**src/rtl/io_uart_responder.sv**
```systemverilog
// io_uart_responder: zero-wait-state IO-bus UART peripheral.
// TXDATA / RXDATA / STATUS registers front an 8N1 transmitter and receiver.
module io_uart_responder #(
    parameter int unsigned CLKS_PER_BIT = 104,
    parameter logic [15:0] BASE_ADDR    = 16'h0000
) (
    input  logic        clk,
    input  logic        resetq,
    input  logic        io_read_enable,
    input  logic        io_write_enable,
    input  logic [0:15] io_address,
    input  logic [0:15] io_write_data,
    output logic [0:15] io_read_data,
    output logic        uart_tx,
    input  logic        uart_rx
);
    localparam int unsigned   CW        = $clog2(CLKS_PER_BIT);
    localparam logic [CW-1:0] BIT_LOAD  = CW'(CLKS_PER_BIT - 1);
    localparam logic [CW-1:0] HALF_LOAD = CW'(CLKS_PER_BIT / 2 - 1);

    typedef enum logic [1:0] {ST_IDLE, ST_START, ST_DATA, ST_STOP} uart_state_t;

    logic [15:0] offset, wdata, status, rd_mux;
    logic        wr_tx, rd_rx, wr_st;
    logic        unused_wdata;

    logic [7:0]  rx_byte;
    logic        rx_valid, rx_overrun, tx_dropped, framing_err;

    // Bus vectors are [0:15]; whole-vector copies keep numeric weights intact.
    assign offset       = io_address - BASE_ADDR;
    assign wdata        = io_write_data;
    assign wr_tx        = io_write_enable && (offset == 16'h0000);
    assign rd_rx        = io_read_enable  && (offset == 16'h0004);
    assign wr_st        = io_write_enable && (offset == 16'h0008);
    assign unused_wdata = ^{wdata[15:8], wdata[1:0]};

    // ---------------- transmitter ----------------
    uart_state_t   tx_state, tx_state_nxt;
    logic [CW-1:0] tx_cnt, tx_cnt_nxt;
    logic [2:0]    tx_idx, tx_idx_nxt;
    logic [7:0]    tx_shift, tx_shift_nxt;
    logic          tx_line, tx_line_nxt;
    logic          tx_busy, tx_accept, tx_drop;

    assign tx_busy   = (tx_state != ST_IDLE);
    assign tx_accept = wr_tx && !tx_busy;
    assign tx_drop   = wr_tx && tx_busy;
    assign uart_tx   = tx_line;

    always_ff @(posedge clk or negedge resetq) begin
        if (!resetq) begin
            tx_state <= ST_IDLE;
            tx_cnt   <= '0;
            tx_idx   <= '0;
            tx_shift <= '0;
            tx_line  <= 1'b1;
        end else begin
            tx_state <= tx_state_nxt;
            tx_cnt   <= tx_cnt_nxt;
            tx_idx   <= tx_idx_nxt;
            tx_shift <= tx_shift_nxt;
            tx_line  <= tx_line_nxt;
        end
    end

    always_comb begin
        tx_state_nxt = tx_state;
        tx_cnt_nxt   = tx_cnt;
        tx_idx_nxt   = tx_idx;
        tx_shift_nxt = tx_shift;
        tx_line_nxt  = tx_line;
        case (tx_state)
            ST_IDLE: begin
                if (tx_accept) begin
                    tx_state_nxt = ST_START;
                    tx_cnt_nxt   = BIT_LOAD;
                    tx_idx_nxt   = '0;
                    tx_shift_nxt = wdata[7:0];
                    tx_line_nxt  = 1'b0;
                end
            end
            ST_START: begin
                if (tx_cnt == '0) begin
                    tx_state_nxt = ST_DATA;
                    tx_cnt_nxt   = BIT_LOAD;
                    tx_line_nxt  = tx_shift[0];
                end else begin
                    tx_cnt_nxt = tx_cnt - 1'b1;
                end
            end
            ST_DATA: begin
                if (tx_cnt == '0) begin
                    tx_cnt_nxt = BIT_LOAD;
                    tx_idx_nxt = tx_idx + 3'd1;
                    if (tx_idx == 3'd7) begin
                        tx_state_nxt = ST_STOP;
                        tx_line_nxt  = 1'b1;
                    end else begin
                        tx_shift_nxt = {1'b0, tx_shift[7:1]};
                        tx_line_nxt  = tx_shift[1];
                    end
                end else begin
                    tx_cnt_nxt = tx_cnt - 1'b1;
                end
            end
            ST_STOP: begin
                if (tx_cnt == '0) begin
                    tx_state_nxt = ST_IDLE;
                end else begin
                    tx_cnt_nxt = tx_cnt - 1'b1;
                end
            end
            default: tx_state_nxt = ST_IDLE;
        endcase
    end

    // ---------------- receiver ----------------
    uart_state_t   rx_state, rx_state_nxt;
    logic [CW-1:0] rx_cnt, rx_cnt_nxt;
    logic [2:0]    rx_idx, rx_idx_nxt;
    logic [7:0]    rx_shift, rx_shift_nxt;
    logic          rx_s1, rx_s2, rx_s3;
    logic          rx_done, rx_ferr;

    // Synchronizer idles high so reset release never looks like a start edge.
    always_ff @(posedge clk or negedge resetq) begin
        if (!resetq) begin
            rx_s1    <= 1'b1;
            rx_s2    <= 1'b1;
            rx_s3    <= 1'b1;
            rx_state <= ST_IDLE;
            rx_cnt   <= '0;
            rx_idx   <= '0;
            rx_shift <= '0;
        end else begin
            rx_s1    <= uart_rx;
            rx_s2    <= rx_s1;
            rx_s3    <= rx_s2;
            rx_state <= rx_state_nxt;
            rx_cnt   <= rx_cnt_nxt;
            rx_idx   <= rx_idx_nxt;
            rx_shift <= rx_shift_nxt;
        end
    end

    always_comb begin
        rx_state_nxt = rx_state;
        rx_cnt_nxt   = rx_cnt;
        rx_idx_nxt   = rx_idx;
        rx_shift_nxt = rx_shift;
        rx_done      = 1'b0;
        rx_ferr      = 1'b0;
        case (rx_state)
            ST_IDLE: begin
                if (rx_s3 && !rx_s2) begin
                    rx_state_nxt = ST_START;
                    rx_cnt_nxt   = HALF_LOAD;
                end
            end
            ST_START: begin
                if (rx_cnt == '0) begin
                    if (rx_s2) begin
                        rx_state_nxt = ST_IDLE;
                    end else begin
                        rx_state_nxt = ST_DATA;
                        rx_cnt_nxt   = BIT_LOAD;
                        rx_idx_nxt   = '0;
                    end
                end else begin
                    rx_cnt_nxt = rx_cnt - 1'b1;
                end
            end
            ST_DATA: begin
                if (rx_cnt == '0) begin
                    rx_cnt_nxt   = BIT_LOAD;
                    rx_shift_nxt = {rx_s2, rx_shift[7:1]};
                    rx_idx_nxt   = rx_idx + 3'd1;
                    if (rx_idx == 3'd7) rx_state_nxt = ST_STOP;
                end else begin
                    rx_cnt_nxt = rx_cnt - 1'b1;
                end
            end
            ST_STOP: begin
                if (rx_cnt == '0) begin
                    rx_state_nxt = ST_IDLE;
                    rx_done      = rx_s2;
                    rx_ferr      = !rx_s2;
                end else begin
                    rx_cnt_nxt = rx_cnt - 1'b1;
                end
            end
            default: rx_state_nxt = ST_IDLE;
        endcase
    end

    // ---------------- registers and read port ----------------
    assign status = {11'd0, framing_err, tx_dropped, rx_overrun, rx_valid, tx_busy};

    always_comb begin
        rd_mux = '0;
        case (offset)
            16'h0004: rd_mux = {8'h00, rx_byte};
            16'h0008: rd_mux = status;
            default:  rd_mux = '0;
        endcase
    end

    // Set events take priority over reads and W1C in the same cycle.
    always_ff @(posedge clk or negedge resetq) begin
        if (!resetq) begin
            rx_byte      <= '0;
            rx_valid     <= 1'b0;
            rx_overrun   <= 1'b0;
            tx_dropped   <= 1'b0;
            framing_err  <= 1'b0;
            io_read_data <= '0;
        end else begin
            if (rx_done) begin
                rx_byte  <= rx_shift;
                rx_valid <= 1'b1;
            end else if (rd_rx) begin
                rx_valid <= 1'b0;
            end
            if (rx_done && rx_valid && !rd_rx) rx_overrun <= 1'b1;
            else if (wr_st && wdata[2])        rx_overrun <= 1'b0;
            if (tx_drop)                       tx_dropped <= 1'b1;
            else if (wr_st && wdata[3])        tx_dropped <= 1'b0;
            if (rx_ferr)                       framing_err <= 1'b1;
            else if (wr_st && wdata[4])        framing_err <= 1'b0;
            if (io_read_enable)                io_read_data <= rd_mux;
        end
    end
endmodule

```
**config.mk**
```make
export PLATFORM = sky130hd
export DESIGN_NAME = io_uart_responder
export DESIGN_NICKNAME = d
export VERILOG_FILES = /design/src/rtl/io_uart_responder.sv
export SDC_FILE = /design/constraint.sdc
export NUM_CORES = 1
export LEC_CHECK = 0
export CAP_MARGIN = 10
export CELL_PAD_IN_SITES_DETAIL_PLACEMENT = 0
export CELL_PAD_IN_SITES_GLOBAL_PLACEMENT = 1
export CORE_UTILIZATION = 42
export DETAILED_ROUTE_END_ITERATION = 8
export PLACE_DENSITY_LB_ADDON = 0.08
export SLEW_MARGIN = 5
export SYNTH_ARGS = -nofsm -noshare
export SYNTH_HDL_FRONTEND = slang
export SYNTH_SLANG_ARGS = --single-unit
```
**constraint.sdc**
```tcl
create_clock -name clk -period 2 [get_ports clk]
set_input_delay 0.2 -clock clk [delete_from_list [all_inputs] [get_ports clk]]
set_output_delay 0.2 -clock clk [all_outputs]
set_load 0.01 [all_outputs]
```
==> results.yml <==
outcome:
  status: "finished clean"
yosys:
  synthArstFlopShare_pct: 100
  synth_cell_types: 59
  synth_edf_count: 0
  syn_area_um2: 3480
  synthMuxAreaShare_pct: 9.26
  syn_area_per_cell_um2: 10.6
  ys_ff_latch: 64
  ys.flop_type: "dfrtp_1"
  yosys-top-cells-area: "dfrtp_1 43%, ha_1 5.7%, mux2_2 5.5%, a21oi_1 3.9%, mux2i_1 3.4%"
  ys_top_cells_by_count: "60 x dfrtp_1, 27 x a21oi_1, 25 x nand2_1"
  synth_top_area_share_pct: 43.1
  synth_top_family_by_area: "simple AND/OR/NAND/NOR gates"
  synth_cells: 328
  ys_warn_count: 0
  synth_compound_area_share_pct: 16.9
  synthAdderAreaFrac_pct: 5.75
  synth-xor-area-share_pct: 0
  yosys.area_share.simple_pct: 17.2
  yosys.area.top_type: "dfrtp_1"
  ys_seq_area_share_pct: 46.1
  synth.most_common_cell: "dfrtp_1"
detailed_routing:
  drtIter0Drc: 81
  post_drt_wl_per_cell_um: 15.0
  drt_first_pass_iters: 4
  vias_per_cell: 5.37
  routed_wl_um: 7510
  ant_nets: 0
  drc: 0
  route.vias.total: 2696
place:
  port_buffers: 37
  dp_cells: 483
  dp_worst_setup_slack_ps: -95.3
  dpl.hpwl_um: 5420
  place_area_um2: 4100
  routabilityCongestion: 0.798
timing:
  skew_ps: 10.8
  final.setup.tns_ps: 0
  fin_crit_sh_pct: 94.9
  grt_setup_unrepaired: "true"
  finalSetupViolCount: 0
  hold_viol_final: 0
  post-route-min-period_ps: 1900
  fmax_ghz: 0.527
  slew_viol_final: 0
  setup_ws_ps: 102
worst_setup_path:
  path_class: "register to register"
  cp.arrival_ps: 2130
  r2r-end: "tx_cnt[5]"
  worstPathMaxFanout: 5
  critPathBufInv: 2
  start_kind: "register"
  r2r-start: "tx_cnt[0]"
  cp-end-kind: "register"
  cp_top_family: "simple AND/OR/NAND/NOR gates"
  reg2reg_slack_ps: 100
  r2r_cells: 7
  required_ps: 2230
  slowest_delay_ps: 460
  path_cells: "inv_1, ha_1, nor4b_2, and2_2, buf_4, or4_1, o221a_2"
  cp_slowest_cell: "or4_1"
finish:
  layout-drive-gt1-share_pct: 22.0
  final-instance-count-excl-fill: 502
  num-fill-cells: 686
  syn2layout_area_growth_pct: 25.7
  insertedDiodeCount: 0
  multi_input_comb_area_um2: 1750
  nets: 448
  design_area_um2: 4380
  fin_util_pct: 55.5
  register_area_um2: 1610
floorplanning:
  core_area_um2: 7890
  fp.dieArea_um2: 8660
  die_h_um: 93.1
  start_util_pct: 44.2
  dieWidth_um: 93.1
  rows: 32
  io_pins: 54
worst_hold_path:
  hp-start: "uart_rx"
  hold_class: "input port to register"
  hold_end: "rx_s1"
  min_delay_path_depth: 1
clocking:
  clk_pin_slew_worst_paths_ps: 70
  clockBufferDepth: 2
  cts-htree-levels: 3
  cts_sinks: 64
  tritoncts: "yes"
  cts_buffers: 9
  root_buffer: "clkbuf_8"
  clock_latency_ps: 340
global_route:
  grt_overflow: 0
  grt_pass1_wl_um: 12900
  grt_max_degree: 65
  grt_usage_pct: 19.0
  grt_pass1_vias: 2750
  antenna_found_initial: 0
pwr:
  cellPowerDensity_nw_per_um2: 1330
  cellLeakagePower_nw: 1.96
  irDropWorstVdd_v: 0.000636
run:
  drv_cap: 0
==> power by group <==
group          internal, W  switching (W)  leakage, nW
Clock             0.000863       0.000510        0.116
Combinational      0.00121        0.00137         1.03
Sequential         0.00162       0.000268        0.814
Total              0.00369        0.00215         1.96
==> through the flow <==
step / total power, W / hold slack (ps)
2_1_floorplan: 0.00371 / -95.6
3_3_place_gp: 0.00439 / 243
3_5_place_dp: 0.00445 / 241
4_1_cts: 0.00585 / 254
5_1_grt: 0.00630 / 253
6_report: 0.00583 / 270
==> placed cells by master (no fill, tap or decap), drive strengths merged, types with 2 or more instances in the layout <==
| cell type | count |
|---|---|
| a211oi | 2 |
| a21o | 2 |
| a21oi | 30 |
| a221o | 5 |
| a22o | 3 |
| a2bb2oi | 2 |
| a31oi | 2 |
| and2 | 3 |
| and3 | 3 |
| buf | 29 |
| bufinv | 3 |
| clkbuf | 11 |
| clkdlybuf4s50 | 36 |
| clkinvlp | 2 |
| conb | 8 |
| dfrtp | 60 |
| dfstp | 4 |
| ha | 16 |
| inv | 12 |
| mux2 | 18 |
| mux2i | 12 |
| nand2 | 26 |
| nand2b | 6 |
| nand3 | 7 |
| nand4 | 6 |
| nand4b | 2 |
| nor2 | 16 |
| nor2b | 8 |
| nor3 | 8 |
| nor4 | 3 |
| nor4b | 2 |
| o211ai | 2 |
| o21ai | 22 |
| o22a | 6 |
| o31ai | 2 |
| o32a | 2 |
| or3 | 5 |
==> layer usage <==
layer	part of all wire (%)	vias up	GRT usage [%]
li1	-	1324	-
met1	47	1320	23.8
met2	49	43	32.7
met3	3.0	9	3.74
met4	1.7	0	6.15
met5	0	-	0
==> registers in the layout, summed over array words and instances (netlist names), 2 cells and up, named ones only <==
signal        count
rx_byte           8
tx_state          2
tx_shift          8
rx_idx            3
tx_cnt            7
rx_shift          8
tx_idx            3
io_read_data      8
rx_cnt            7
==> repair_timing <==
action,CTS,global route
gates resized for setup,0,6
buffers inserted,0,2
setup endpoints to repair,0,35
hold buffers,1,0
hold endpoints to repair,60,0
==> cell type report <==
class	count	area share (%)
timing repair buffer	66	13.7
tap	102	2.91
sequential	64	36.7
multi-input combinational	241	40.0
inverter	13	1.11
clock buffer	11	3.23
clock inverter	5	2.40
==> worst register-to-register path: stages, from the launching register on <==
cell and delay (ps):
dfrtp_1 390, inv_1 80, ha_1 190, nor4b_2 160, and2_2 230, buf_4 150, or4_1 460, o221a_2 130
==> logic make-up after synthesis <==
group                      after synthesis
other                                    1
adders and majority gates               16
AOI/OAI and AO/OA                       86
muxes                                   30
buffers and inverters                   30
and+or+nand+nor                        101
DFF                                     64
==> worst max path at each step <==
| stage | from | to | slack (ps) | depth (start not counted) |
|---|---|---|---|---|
| after CTS | tx_cnt[0] | tx_state[1] | 50 | 7 |
| after global placement | io_address[6] | tx_state[1] | -50 | 6 |
| final | tx_cnt[0] | tx_cnt[5] | 100 | 7 |
| after detailed placement | io_address[6] | tx_state[1] | -100 | 6 |
| after floorplan | rx_state[0] | rx_cnt[3] | 170 | 6 |
| after global routing | tx_cnt[0] | tx_state[1] | -20 | 7 |
Note: power is estimated with default switching activity, not from simulation.
